==> src/rtl/triangle_projection_scheduler_if.sv <==
// rtl/triangle_projection_scheduler_if.sv - projected-triangle output stream toward the rasterizer
interface triangle_projection_scheduler_if #(
  parameter int COORD_WIDTH = 32
);
  logic [9*COORD_WIDTH-1:0] out_tri;
  logic                     out_valid;
  logic                     out_ready;

  modport master (output out_tri, output out_valid, input out_ready);
  modport slave  (input out_tri, input out_valid, output out_ready);
endinterface

==> src/rtl/triangle_projection_scheduler.sv <==
// rtl/triangle_projection_scheduler.sv - frame sequencer: mesh BRAM fetch, one-at-a-time projection, output FIFO
module triangle_projection_scheduler #(
  parameter int COORD_WIDTH    = 32,
  parameter int ADDR_WIDTH     = 12,
  parameter int READ_LATENCY   = 2,
  parameter int FIFO_DEPTH     = 4,
  parameter int TIMEOUT_CYCLES = 4096
) (
  input  logic                         clk_in,
  input  logic                         rst_n_in,
  input  logic                         start,
  input  logic [ADDR_WIDTH-1:0]        base_addr,
  input  logic [ADDR_WIDTH:0]          num_tris,
  output logic [ADDR_WIDTH-1:0]        tri_addr,
  output logic                         tri_rd_en,
  input  logic [9*COORD_WIDTH-1:0]     tri_data,
  output logic                         proj_start,
  output logic [9*COORD_WIDTH-1:0]     proj_verts,
  input  logic                         proj_done,
  input  logic                         proj_valid,
  input  logic [9*COORD_WIDTH-1:0]     proj_result,
  triangle_projection_scheduler_if.master out_if,
  output logic                         busy,
  output logic                         frame_done,
  output logic [ADDR_WIDTH:0]          tris_drawn,
  output logic [ADDR_WIDTH:0]          tris_culled,
  output logic                         timeout_err
);
  localparam int TW = 9 * COORD_WIDTH;
  localparam int NW = ADDR_WIDTH + 1;
  localparam int LW = $clog2(READ_LATENCY + 1);
  localparam int CW = $clog2(TIMEOUT_CYCLES + 1);
  localparam int PW = $clog2(FIFO_DEPTH);
  localparam int FW = $clog2(FIFO_DEPTH + 1);

  typedef enum logic [2:0] {
    S_IDLE, S_FETCH, S_WAIT_RD, S_PROJECT, S_COMMIT, S_FINISH
  } state_t;

  state_t                state_q, state_d;
  logic [ADDR_WIDTH-1:0] base_q, base_d, tri_addr_q, tri_addr_d;
  logic [NW-1:0]         num_q, num_d, idx_q, idx_d, drawn_q, drawn_d, culled_q, culled_d;
  logic [LW-1:0]         lat_q, lat_d;
  logic [CW-1:0]         tmo_q, tmo_d;
  logic [TW-1:0]         verts_q, verts_d, res_q, res_d;
  logic                  done_q, done_d, valid_q, valid_d;
  logic                  rd_en_q, rd_en_d, busy_q, busy_d, fdone_q, fdone_d, terr_q, terr_d;
  logic [TW-1:0]         mem_q [FIFO_DEPTH];
  logic [TW-1:0]         mem_d [FIFO_DEPTH];
  logic [PW-1:0]         wp_q, wp_d, rp_q, rp_d;
  logic [FW-1:0]         cnt_q, cnt_d;
  logic                  ov_q, ov_d;
  logic                  push, pop;

  always_comb begin
    state_d    = state_q;
    base_d     = base_q;
    tri_addr_d = tri_addr_q;
    num_d      = num_q;
    idx_d      = idx_q;
    drawn_d    = drawn_q;
    culled_d   = culled_q;
    lat_d      = lat_q;
    tmo_d      = tmo_q;
    verts_d    = verts_q;
    res_d      = res_q;
    done_d     = done_q;
    valid_d    = valid_q;
    rd_en_d    = 1'b0;
    busy_d     = busy_q;
    fdone_d    = 1'b0;
    terr_d     = terr_q;
    push       = 1'b0;
    pop        = ov_q && out_if.out_ready;

    case (state_q)
      S_IDLE: begin
        if (start) begin
          base_d   = base_addr;
          num_d    = num_tris;
          idx_d    = '0;
          drawn_d  = '0;
          culled_d = '0;
          terr_d   = 1'b0;
          busy_d   = 1'b1;
          state_d  = (num_tris == '0) ? S_FINISH : S_FETCH;
        end
      end
      S_FETCH: begin
        // Only fetch when a slot is guaranteed free for the eventual push.
        if (cnt_q < FW'(FIFO_DEPTH)) begin
          rd_en_d    = 1'b1;
          tri_addr_d = base_q + idx_q[ADDR_WIDTH-1:0];
          lat_d      = '0;
          state_d    = S_WAIT_RD;
        end
      end
      S_WAIT_RD: begin
        if (lat_q == LW'(READ_LATENCY)) begin
          verts_d = tri_data;
          tmo_d   = '0;
          state_d = S_PROJECT;
        end else begin
          lat_d = lat_q + LW'(1);
        end
      end
      S_PROJECT: begin
        if (proj_done) begin
          done_d  = 1'b1;
          valid_d = proj_valid;
          res_d   = proj_result;
          state_d = S_COMMIT;
        end else if (tmo_q == CW'(TIMEOUT_CYCLES - 1)) begin
          done_d   = 1'b0;
          culled_d = culled_q + NW'(1);
          terr_d   = 1'b1;
          state_d  = S_COMMIT;
        end else begin
          tmo_d = tmo_q + CW'(1);
        end
      end
      S_COMMIT: begin
        if (done_q && valid_q) begin
          push    = 1'b1;
          drawn_d = drawn_q + NW'(1);
        end else if (done_q) begin
          culled_d = culled_q + NW'(1);
        end
        done_d  = 1'b0;
        idx_d   = idx_q + NW'(1);
        state_d = (idx_d == num_q) ? S_FINISH : S_FETCH;
      end
      S_FINISH: begin
        if (cnt_q == '0) begin
          fdone_d = 1'b1;
          busy_d  = 1'b0;
          state_d = S_IDLE;
        end
      end
      default: state_d = S_IDLE;
    endcase

    mem_d = mem_q;
    wp_d  = wp_q;
    rp_d  = rp_q;
    if (push) begin
      mem_d[wp_q] = res_q;
      wp_d        = wp_q + PW'(1);
    end
    if (pop) begin
      rp_d = rp_q + PW'(1);
    end
    cnt_d = cnt_q + FW'(push) - FW'(pop);
    ov_d  = (cnt_d != '0);
  end

  always_ff @(posedge clk_in or negedge rst_n_in) begin
    if (!rst_n_in) begin
      state_q    <= S_IDLE;
      base_q     <= '0;
      tri_addr_q <= '0;
      num_q      <= '0;
      idx_q      <= '0;
      drawn_q    <= '0;
      culled_q   <= '0;
      lat_q      <= '0;
      tmo_q      <= '0;
      verts_q    <= '0;
      res_q      <= '0;
      done_q     <= 1'b0;
      valid_q    <= 1'b0;
      rd_en_q    <= 1'b0;
      busy_q     <= 1'b0;
      fdone_q    <= 1'b0;
      terr_q     <= 1'b0;
      for (int i = 0; i < FIFO_DEPTH; i++) mem_q[i] <= '0;
      wp_q       <= '0;
      rp_q       <= '0;
      cnt_q      <= '0;
      ov_q       <= 1'b0;
    end else begin
      state_q    <= state_d;
      base_q     <= base_d;
      tri_addr_q <= tri_addr_d;
      num_q      <= num_d;
      idx_q      <= idx_d;
      drawn_q    <= drawn_d;
      culled_q   <= culled_d;
      lat_q      <= lat_d;
      tmo_q      <= tmo_d;
      verts_q    <= verts_d;
      res_q      <= res_d;
      done_q     <= done_d;
      valid_q    <= valid_d;
      rd_en_q    <= rd_en_d;
      busy_q     <= busy_d;
      fdone_q    <= fdone_d;
      terr_q     <= terr_d;
      mem_q      <= mem_d;
      wp_q       <= wp_d;
      rp_q       <= rp_d;
      cnt_q      <= cnt_d;
      ov_q       <= ov_d;
    end
  end

  assign tri_addr         = tri_addr_q;
  assign tri_rd_en        = rd_en_q;
  assign proj_start       = (state_q == S_PROJECT);
  assign proj_verts       = verts_q;
  assign out_if.out_tri   = mem_q[rp_q];
  assign out_if.out_valid = ov_q;
  assign busy             = busy_q;
  assign frame_done       = fdone_q;
  assign tris_drawn       = drawn_q;
  assign tris_culled      = culled_q;
  assign timeout_err      = terr_q;
endmodule

==> src/flat_wrapper.sv <==
// flat-port wrapper written by rule: the top's interface ports become plain ports
module triangle_projection_scheduler_flat 
#(
  parameter int COORD_WIDTH    = 32,
  parameter int ADDR_WIDTH     = 12,
  parameter int READ_LATENCY   = 2,
  parameter int FIFO_DEPTH     = 4,
  parameter int TIMEOUT_CYCLES = 4096
)
  (clk_in, rst_n_in, start, base_addr, num_tris, tri_addr, tri_rd_en, tri_data, proj_start, proj_verts, proj_done, proj_valid, proj_result, busy, frame_done, tris_drawn, tris_culled, timeout_err, out_if_out_tri, out_if_out_valid, out_if_out_ready);
  triangle_projection_scheduler_if #(.COORD_WIDTH(COORD_WIDTH)) out_if_i ();
  input  logic clk_in;
  input  logic rst_n_in;
  input  logic start;
  input  logic [ADDR_WIDTH-1:0] base_addr;
  input  logic [ADDR_WIDTH:0] num_tris;
  output logic [ADDR_WIDTH-1:0] tri_addr;
  output logic tri_rd_en;
  input  logic [9*COORD_WIDTH-1:0] tri_data;
  output logic proj_start;
  output logic [9*COORD_WIDTH-1:0] proj_verts;
  input  logic proj_done;
  input  logic proj_valid;
  input  logic [9*COORD_WIDTH-1:0] proj_result;
  output logic busy;
  output logic frame_done;
  output logic [ADDR_WIDTH:0] tris_drawn;
  output logic [ADDR_WIDTH:0] tris_culled;
  output logic timeout_err;
  output wire logic [$bits(out_if_i.out_tri)-1:0] out_if_out_tri;
  output wire logic [$bits(out_if_i.out_valid)-1:0] out_if_out_valid;
  input wire logic [$bits(out_if_i.out_ready)-1:0] out_if_out_ready;
  assign out_if_out_tri = out_if_i.out_tri;
  assign out_if_out_valid = out_if_i.out_valid;
  assign out_if_i.out_ready = out_if_out_ready;
  triangle_projection_scheduler #(.COORD_WIDTH(COORD_WIDTH), .ADDR_WIDTH(ADDR_WIDTH), .READ_LATENCY(READ_LATENCY), .FIFO_DEPTH(FIFO_DEPTH), .TIMEOUT_CYCLES(TIMEOUT_CYCLES)) u_core (.clk_in(clk_in), .rst_n_in(rst_n_in), .start(start), .base_addr(base_addr), .num_tris(num_tris), .tri_addr(tri_addr), .tri_rd_en(tri_rd_en), .tri_data(tri_data), .proj_start(proj_start), .proj_verts(proj_verts), .proj_done(proj_done), .proj_valid(proj_valid), .proj_result(proj_result), .out_if(out_if_i), .busy(busy), .frame_done(frame_done), .tris_drawn(tris_drawn), .tris_culled(tris_culled), .timeout_err(timeout_err));
endmodule
==> config.mk <==
export PLATFORM = sky130hd
export DESIGN_NAME = triangle_projection_scheduler_flat
export DESIGN_NICKNAME = d
export VERILOG_FILES = /design/src/rtl/triangle_projection_scheduler_if.sv /design/src/rtl/triangle_projection_scheduler.sv /design/src/flat_wrapper.sv
export SDC_FILE = /design/constraint.sdc
export NUM_CORES = 2
export LEC_CHECK = 0
export CORE_AREA = 4 4 469 471
export DETAILED_ROUTE_END_ITERATION = 7
export DIE_AREA = 0 0 473 475
export DONT_BUFFER_PORTS = 1
export PLACE_DENSITY = 0.51
export SKIP_LAST_GASP = 1
export SLEW_MARGIN = 20
export SYNTH_ARGS = -nofsm -noshare
export SYNTH_HDL_FRONTEND = slang
export SYNTH_SLANG_ARGS = --single-unit
export TNS_END_PERCENT = 30
==> constraint.sdc <==
create_clock -name clk_in -period 2.25 [get_ports clk_in]
set_input_delay 0.3375 -clock clk_in [delete_from_list [all_inputs] [get_ports clk_in]]
set_output_delay 0.3375 -clock clk_in [all_outputs]
set_load 0.005 [all_outputs]
Word-level counts from Yosys, hierarchy flattened
Cells that the tools add are included.
{"block": "classes", "order_cmp": 4, "mul": 0, "eq_ne": 20, "n_div": 0, "shifts": 0, "n_mux": 47, "bitwise_logic": 2, "reduce_logical": 27, "n_addsub": 10}
{"operator": "bitwise mux 1152 bit", "count": 1}
{"operator": "two-way mux 288 bit", "count": 3}
{"operator": "binary-select mux 288 bit (select 2 bit)", "count": 1}
{"operator": "demux 288 bit (select 2 bit)", "count": 1}
{"operator": "two-way mux 13 bit", "count": 9}
{"operator": "case mux 13 bit (2 select lines)", "count": 3}
{"operator": "adder 13 x 1 -> 13 bit, second input constant", "count": 4}
{"operator": "case mux 13 bit (3 select lines)", "count": 1}
{"operator": "two-way mux 3 bit", "count": 8}
{"operator": "case mux 3 bit (6 select lines)", "count": 1}
{"operator": "equality test 13 x 12 -> 1 bit, second input constant", "count": 1}
{"operator": "equality test 13 bit", "count": 1}
{"operator": "zero test 13 bit", "count": 1}
{"operator": "two-way mux 1 bit", "count": 13}
{"operator": "adder 12 bit", "count": 1}
{"operator": "inequality test 2 x 1 -> 1 bit, second input constant", "count": 6}
{"operator": "AND reduction 2 bit", "count": 6}
{"operator": "nonzero test 2 bit", "count": 6}
{"operator": "inequality test 2 bit, second input constant", "count": 5}
{"operator": "AND reduction 3 bit", "count": 3}
{"operator": "AND reduction 4 bit", "count": 2}
{"operator": "adder 2 x 1 -> 2 bit, second input constant", "count": 3}
{"operator": "equality test 3 x 2 -> 1 bit, second input constant", "count": 2}
{"operator": "equality test 3 bit, second input constant", "count": 2}
{"operator": "17 further kinds", "count": 26}
{"block": "word_totals", "elab_cells": 135, "ram_bits": 0, "input_bits": 607, "reg_bits": 1836, "rom_bits": 0, "n_memories": 0, "output_inout_bits": 620, "latchBits": 0}

Logic depth before layout (Yosys ltp)
{"block": "depth", "depth_word": 6, "mapped_depth": 10, "ltp_nobuf": 9}

Worst setup path after synthesis
No wires, ideal clock.
{"block": "synth_timing", "path_type": "reg-to-reg", "startpoint": "register u_core.state_q[0]", "endpoint": "register u_core.ov_q (netlist: u_core.out_if.out_valid)", "path_slack_ns": 0.016, "path_stages_with_launch": 11, "t_required_ns": 2.119, "synth_period_minus_slack_ns": 2.234, "setup_ns": 0.131, "arrival_ns": 2.103, "path_buffers": 1, "cell_sequence": "dfrtp_1 buf_2 nor2_4 nand2_2 nor2_8 ha_1 inv_1 fa_1 xnor2_1 xnor2_1 or3_1"}
{"block": "synth_between", "elab_chain_len": 5}
{"item": "start, declared", "line_no": "triangle_projection_scheduler.sv:40", "text": "state_t state_q, state_d;"}
{"item": "start signal, assigned", "line_no": "triangle_projection_scheduler.sv:182", "text": "state_q <= state_d;"}
{"item": "equality test 3 bit", "line_no": "triangle_projection_scheduler.sv:76", "text": "case (state_q)"}
{"item": "two-way mux 1 bit", "line_no": "triangle_projection_scheduler.sv:76"}
{"item": "net u_core.push", "line_no": "triangle_projection_scheduler.sv:53", "text": "logic push, pop;"}
{"item": "adder 3 x 1 -> 3 bit", "line_no": "triangle_projection_scheduler.sv:153", "text": "cnt_d = cnt_q + FW'(push) - FW'(pop);"}
{"item": "subtractor 3 x 1 -> 3 bit", "line_no": "triangle_projection_scheduler.sv:153"}
{"item": "net u_core.cnt_d[2]", "line_no": "triangle_projection_scheduler.sv:51", "text": "logic [FW-1:0] cnt_q, cnt_d;"}
{"item": "nonzero test 3 bit", "line_no": "triangle_projection_scheduler.sv:154", "text": "ov_d = (cnt_d != '0);"}
{"item": "net u_core.ov_d", "line_no": "triangle_projection_scheduler.sv:52", "text": "logic ov_q, ov_d;"}
{"item": "end signal, assigned", "line_no": "triangle_projection_scheduler.sv:203", "text": "ov_q <= ov_d;"}
{"item": "end, declared", "line_no": "triangle_projection_scheduler.sv:52"}
The timed path passes the listed nets, and every way through them passes these cells.
A chain may end at the register's enable or synchronous reset.

Worst setup path after layout
{"block": "layout_timing", "startpoint": "register u_core.rp_q[0]", "endpoint": "output port out_if_out_tri[244]"}
{"block": "layout_between", "elab_chain_len": 4}
{"item": "start, declared", "line_no": "triangle_projection_scheduler.sv:50", "text": "logic [PW-1:0] wp_q, wp_d, rp_q, rp_d;"}
{"item": "start signal, assigned", "line_no": "triangle_projection_scheduler.sv:201", "text": "rp_q <= rp_d;"}
{"item": "NOT 2 -> 3 bit (implied by the code)", "line_no": "triangle_projection_scheduler.sv:211", "text": "assign out_if.out_tri = mem_q[rp_q];"}
{"item": "binary-select mux 288 bit (select 2 bit)", "line_no": "triangle_projection_scheduler.sv:211"}
{"item": "two-way mux 288 bit (implied by the code) (2 in a row)", "line_no": "triangle_projection_scheduler.sv:211"}
{"item": "end, declared", "line_no": "flat_wrapper.sv:30", "text": "output wire logic [$bits(out_if_i.out_tri)-1:0] out_if_out_tri;"}
Every way passes these cells. The select of a mux whose other input is x is not followed.

==> impl.org <==
** Routing
- The routed layout has 47.8k vias.
- Drt pass-1 iters :: 5
- Iter 0 DRT Violations :: 2990
- Vias per Instance :: 5.23
- The final layout contains routed wiring with a total length of 290 mm.
- In the final routed layout, each cell accounts on average for 31.8 um.
- For this run, design rule violations remaining after detail routing come to 0.
- The count of nets left with antenna violations once routing finished came out at 0.

** Status
- Violations in the final reports :: negative setup slack
- The run finished, with violations left.

** Place
- At the end of routability-driven placement, the weighted congestion stood at around 0.97.
- Total half-perimeter wirelength after legalization and detailed placement :: 213 mm
- Number of port buffers :: 0

** Layout
- Net count of the finished layout :: roughly 6.7k
- Most frequent standard cell in the layout excluding fill and tap cells :: sky130_fd_sc_hd__dfrtp_1
- Area Growth Syn to Fin :: 26.1%
- The layout has 19.4k filler cells.
- The post-route netlist has about two fifths of its cells at a drive strength greater than 1.
- Most frequent cells in the layout :: 1834 x sky130_fd_sc_hd__dfrtp_1, 1465 x sky130_fd_sc_hd__mux2_2, 926 x sky130_fd_sc_hd__nand2_1

** Min path
- WHS Path Cells :: 5
- The path with the worst hold slack has its endpoint at u_core.tris_drawn[2].
- Worst min path class :: primary input to flop
- The worst hold path begins at start.

** Critical path
- The worst setup path is of the flop to output pin kind.
- Across all register-to-register paths, the minimum setup slack is -0.02 ns.
- Arrival time of the worst setup path :: 2.47 ns
- Crit path capture type :: output pin
- Delay of the slowest cell on the worst path :: 0.62 ns
- Startpoint Class :: flop
- Required time reported for the critical path endpoint :: 1.91 ns
- The slowest stage of the critical path is the sky130_fd_sc_hd__mux4_2 cell.
- Worst reg-to-reg path cell count :: 9
- Worst Path Max Fanout :: 18
- The startpoint identified for the worst register-to-register timing path is u_core.idx_q[0].
- Capturing point of the worst reg2reg path :: u_core.tri_addr[10]
- Cell Chain, Critical Path :: buf_16 > buf_4 > mux4_2

** Global route
- Entering global routing, the biggest net connects 213 pins.
- Global routing used 25.1% of the available tracks.
- The number of antenna violations at the first check in global routing was 124.
- After global routing the overflow that remains totals 0.
- Vias in the first global route :: 49.9k
- First-pass GRT wire length :: between 300 and 400 mm

** Power
- Static leakage power :: 45.9 nW
- Summing internal, switching and leakage power gives 112 mW.
- IR analysis of the VDD net gives a maximum drop of around 0.7 mV.
- PwrDens :: 1160 mW/mm^2

** Floorplanning
- Die area :: 0.225 mm^2
- Die width :: roughly 470 um
- I/O Pins :: 1227
- Effective utilization at floorplan :: 35.4%
- Die height :: around 480 um
- The total area inside the core boundary comes to 0.216 mm^2.
- Site row count :: 171

** STA
- Setup repair after global routing could not meet its margin everywhere.
- Final max-slew violation count :: 0
- The worst path uses 125% of the clock period.
- Worst setup slack after layout :: -0.562 ns
- The worst pin sits at a relative slew slack of 51.8%.
- Final total negative setup slack :: -240.40 ns
- Derived from the worst setup path, the maximum achievable clock frequency is around 360 MHz.
- The worst path in the final design needs a cycle of approximately 2.8 ns, including I/O delays and setup.
- Maximum clock skew at final layout :: between 0.05 and 0.06 ns
- For the pin with the worst max-slew slack, the measured transition is 0.723 ns.
- The number of endpoints with negative hold slack in the final report is 0.
- Final hold slack :: about 0.13 ns
- Setup violations remaining at the end of the flow were counted as 840.

** Synth
- Share of Yosys cell area claimed by the top area cell type :: 60.1%
- Of all flip-flops after synthesis, the portion carrying an async set or reset was between 90% and 100%.
- Largest area contributor in the netlist :: sky130_fd_sc_hd__dfrtp_1
- Post-synth cell types :: 71
- Flops & latches, synth :: about 1.8k
- Yosys mapped a number of flops with a built-in enable equal to 0.
- Fraction of the yosys area taken by sequential cells :: between 60% and 70%
- Synthesized area per cell :: 14.6 um^2
- Synthesized netlist net count :: 5854
- Netlist area before placement :: 0.0765 mm^2
- Ranked by total cell area, the synthesized netlist is headed by sky130_fd_sc_hd__dfrtp_1 60%, sky130_fd_sc_hd__mux2_2 22%, sky130_fd_sc_hd__mux4_2 8.5%, sky130_fd_sc_hd__nand2_1 4.6%, sky130_fd_sc_hd__buf_2 1.3%.
- Flip-flop cell with the highest count after synthesis :: sky130_fd_sc_hd__dfrtp_1
- Gate count of the mapped netlist :: 5223
- For this run, the number of Yosys warnings is 0.

** Clock tree
- In this run the number of H-tree levels came out at 4.
- After clock tree synthesis, the clock-pin slew on the worst setup and hold paths is approximately 0.06 ns.
- In this run the deepest clock path goes through 3 buffers.
- TritonCTS built the clock tree.
- Clk Tree Root Cell :: sky130_fd_sc_hd__clkbuf_16
- Clock tree synthesis inserted a total of 207 buffers.
- Number of clock sinks seen by CTS :: 1836
- The clock reaches the later pin of the worst-skew pair after 0.84 ns.

** Run
- The tool flagged a number of max-cap violations equal to 0.
==> where the power goes <==
| part | switching, mW | total, mW | internal (mW) |
|---|---|---|---|
| logic | 12.0 | 25.4 | 13.4 |
| registers | 9.59 | 51.3 | 41.7 |
| clock network | 14.1 | 35.1 | 21.0 |
| total | 35.7 | 112 | 76.2 |
==> sequential cells by signal, summed over array words and instances, names as in the netlist, 2 cells and up <==
name and flops:
u_core.lat_q 2, u_core.num_q 13, u_core.idx_q 13, u_core.tri_addr 12
u_core.base_q 12, u_core.mem_q 1152, u_core.tris_drawn 13, u_core.res_q 288
u_core.cnt_q 3, u_core.wp_q 2, u_core.tmo_q 13, u_core.state_q 3
u_core.rp_q 2, u_core.proj_verts 288, u_core.tris_culled 13
==> critical path, delay by kind of cell, from the launching register on <==
family,cells,cell delay (ns)
buf+inv,2,0.46
flops,1,0.53
mux,1,0.62
==> routing by layer <==
layer,GRT usage [%],share of wire (%),routed length (um),vias up
met2,41.4,48,140000,1606
met3,9.33,8.7,25300,589
met1,27.3,35,103000,25300
met4,15.9,7.6,22000,36
met5,0.995,0.18,520,-
li1,-,-,-,20200
==> timing repair <==
| action | 4_1_cts | 5_1_grt |
|---|---|---|
| hold endpoints to repair | 1166 | 375 |
| buffers inserted | 0 | 16 |
| hold buffers | 606 | 10 |
| setup endpoints to repair | 738 | 1046 |
| gates resized for setup | 1 | 8 |
| cloned | 7 | 13 |
==> how the worst max path moves through the flow <==
stage,start,to,slack (ns),cells past startpoint
global route,u_core.rp_q[0],out_if_out_tri[278],-0.67,3
CTS,u_core.rp_q[0],out_if_out_tri[90],-0.71,3
detailed placement,rst_n_in,u_core.tris_culled[7],-1.96,7
global placement,rst_n_in,u_core.tris_culled[7],-2.00,4
floorplan,u_core.state_q[0],u_core.out_if.out_valid,0.02,10
finish,u_core.rp_q[0],out_if_out_tri[244],-0.56,3
==> per-stage QoR <==
| stage | std cells | worst slack [ns] | utilization [%] | instance area (um^2) |
|---|---|---|---|---|
| after floorplan | 5223 | 0.0158 | - | 76500 |
| after global placement | 8031 | -2.00 | 37.9 | 81900 |
| after detailed placement | 8035 | -1.96 | 37.9 | 82000 |
| after CTS | 9019 | -0.710 | 44.2 | 95400 |
| after global routing | 9109 | -0.672 | 44.6 | 96300 |
| final | 9145 | -0.562 | 44.6 | 96400 |
==> cell families (layout without fill, tap and decap cells) <==
group                    after synthesis  in the layout  synth area share, %
buffers and inverters                334           1316                 2.01
AND/OR/NAND/NOR                     1100           1100                 5.86
adder cells (fa/ha/maj)               24             24                0.412
flip-flops                          1836           1836                 60.1
other                                  0             86                    0
XOR/XNOR                              49             49                0.561
multiplexers                        1754           1754                 30.1
AO/OA/AOI/OAI                        126            126                 1.01
==> layout make-up <==
| cell class | count | area [um^2] | share of cell area [%] |
|---|---|---|---|
| multi-input combinational | 3053 | 29100 | 30.2 |
| antenna | 86 | 215 | 0.223 |
| timing repair buffer | 918 | 10400 | 10.8 |
| inverter | 27 | 101 | 0.105 |
| tap | 2854 | 3570 | 3.70 |
| sequential | 1836 | 46000 | 47.7 |
| clock buffer | 298 | 6130 | 6.36 |
| clock inverter | 73 | 981 | 1.02 |
==> Yosys cell counts (2+ instances only) <==
| library cell | instances |
|---|---|
| sky130_fd_sc_hd__nand2_2 | 5 |
| sky130_fd_sc_hd__or3_1 | 5 |
| sky130_fd_sc_hd__clkbuf_1 | 73 |
| sky130_fd_sc_hd__a21oi_1 | 19 |
| sky130_fd_sc_hd__xor2_1 | 19 |
| sky130_fd_sc_hd__a31oi_1 | 2 |
| sky130_fd_sc_hd__nor3b_1 | 2 |
| sky130_fd_sc_hd__and3_1 | 8 |
| sky130_fd_sc_hd__mux2_2 | 1465 |
| sky130_fd_sc_hd__nand3_1 | 24 |
| sky130_fd_sc_hd__o21a_1 | 5 |
| sky130_fd_sc_hd__inv_1 | 27 |
| sky130_fd_sc_hd__nand3b_1 | 4 |
| sky130_fd_sc_hd__o21bai_1 | 2 |
| sky130_fd_sc_hd__clkbuf_2 | 2 |
| sky130_fd_sc_hd__xnor2_1 | 30 |
| sky130_fd_sc_hd__nand2_1 | 927 |
| sky130_fd_sc_hd__mux4_2 | 288 |
| sky130_fd_sc_hd__nor3_1 | 21 |
| sky130_fd_sc_hd__buf_1 | 25 |
| sky130_fd_sc_hd__dfrtp_1 | 1836 |
| sky130_fd_sc_hd__o22ai_1 | 4 |
| sky130_fd_sc_hd__buf_2 | 201 |
| sky130_fd_sc_hd__and2_1 | 6 |
| sky130_fd_sc_hd__nand2b_1 | 9 |
| sky130_fd_sc_hd__ha_1 | 22 |
| sky130_fd_sc_hd__buf_4 | 5 |
| sky130_fd_sc_hd__o21ai_0 | 59 |
| sky130_fd_sc_hd__nor2b_1 | 6 |
| sky130_fd_sc_hd__or4_1 | 3 |
| sky130_fd_sc_hd__a211oi_1 | 3 |
| sky130_fd_sc_hd__a21o_1 | 2 |
| sky130_fd_sc_hd__fa_1 | 2 |
| sky130_fd_sc_hd__nor2_1 | 52 |
| sky130_fd_sc_hd__nor4_1 | 4 |
| sky130_fd_sc_hd__nand4_1 | 8 |
| sky130_fd_sc_hd__or2_2 | 2 |
| sky130_fd_sc_hd__o31ai_1 | 13 |
Note: power is estimated with default switching activity, not from simulation.
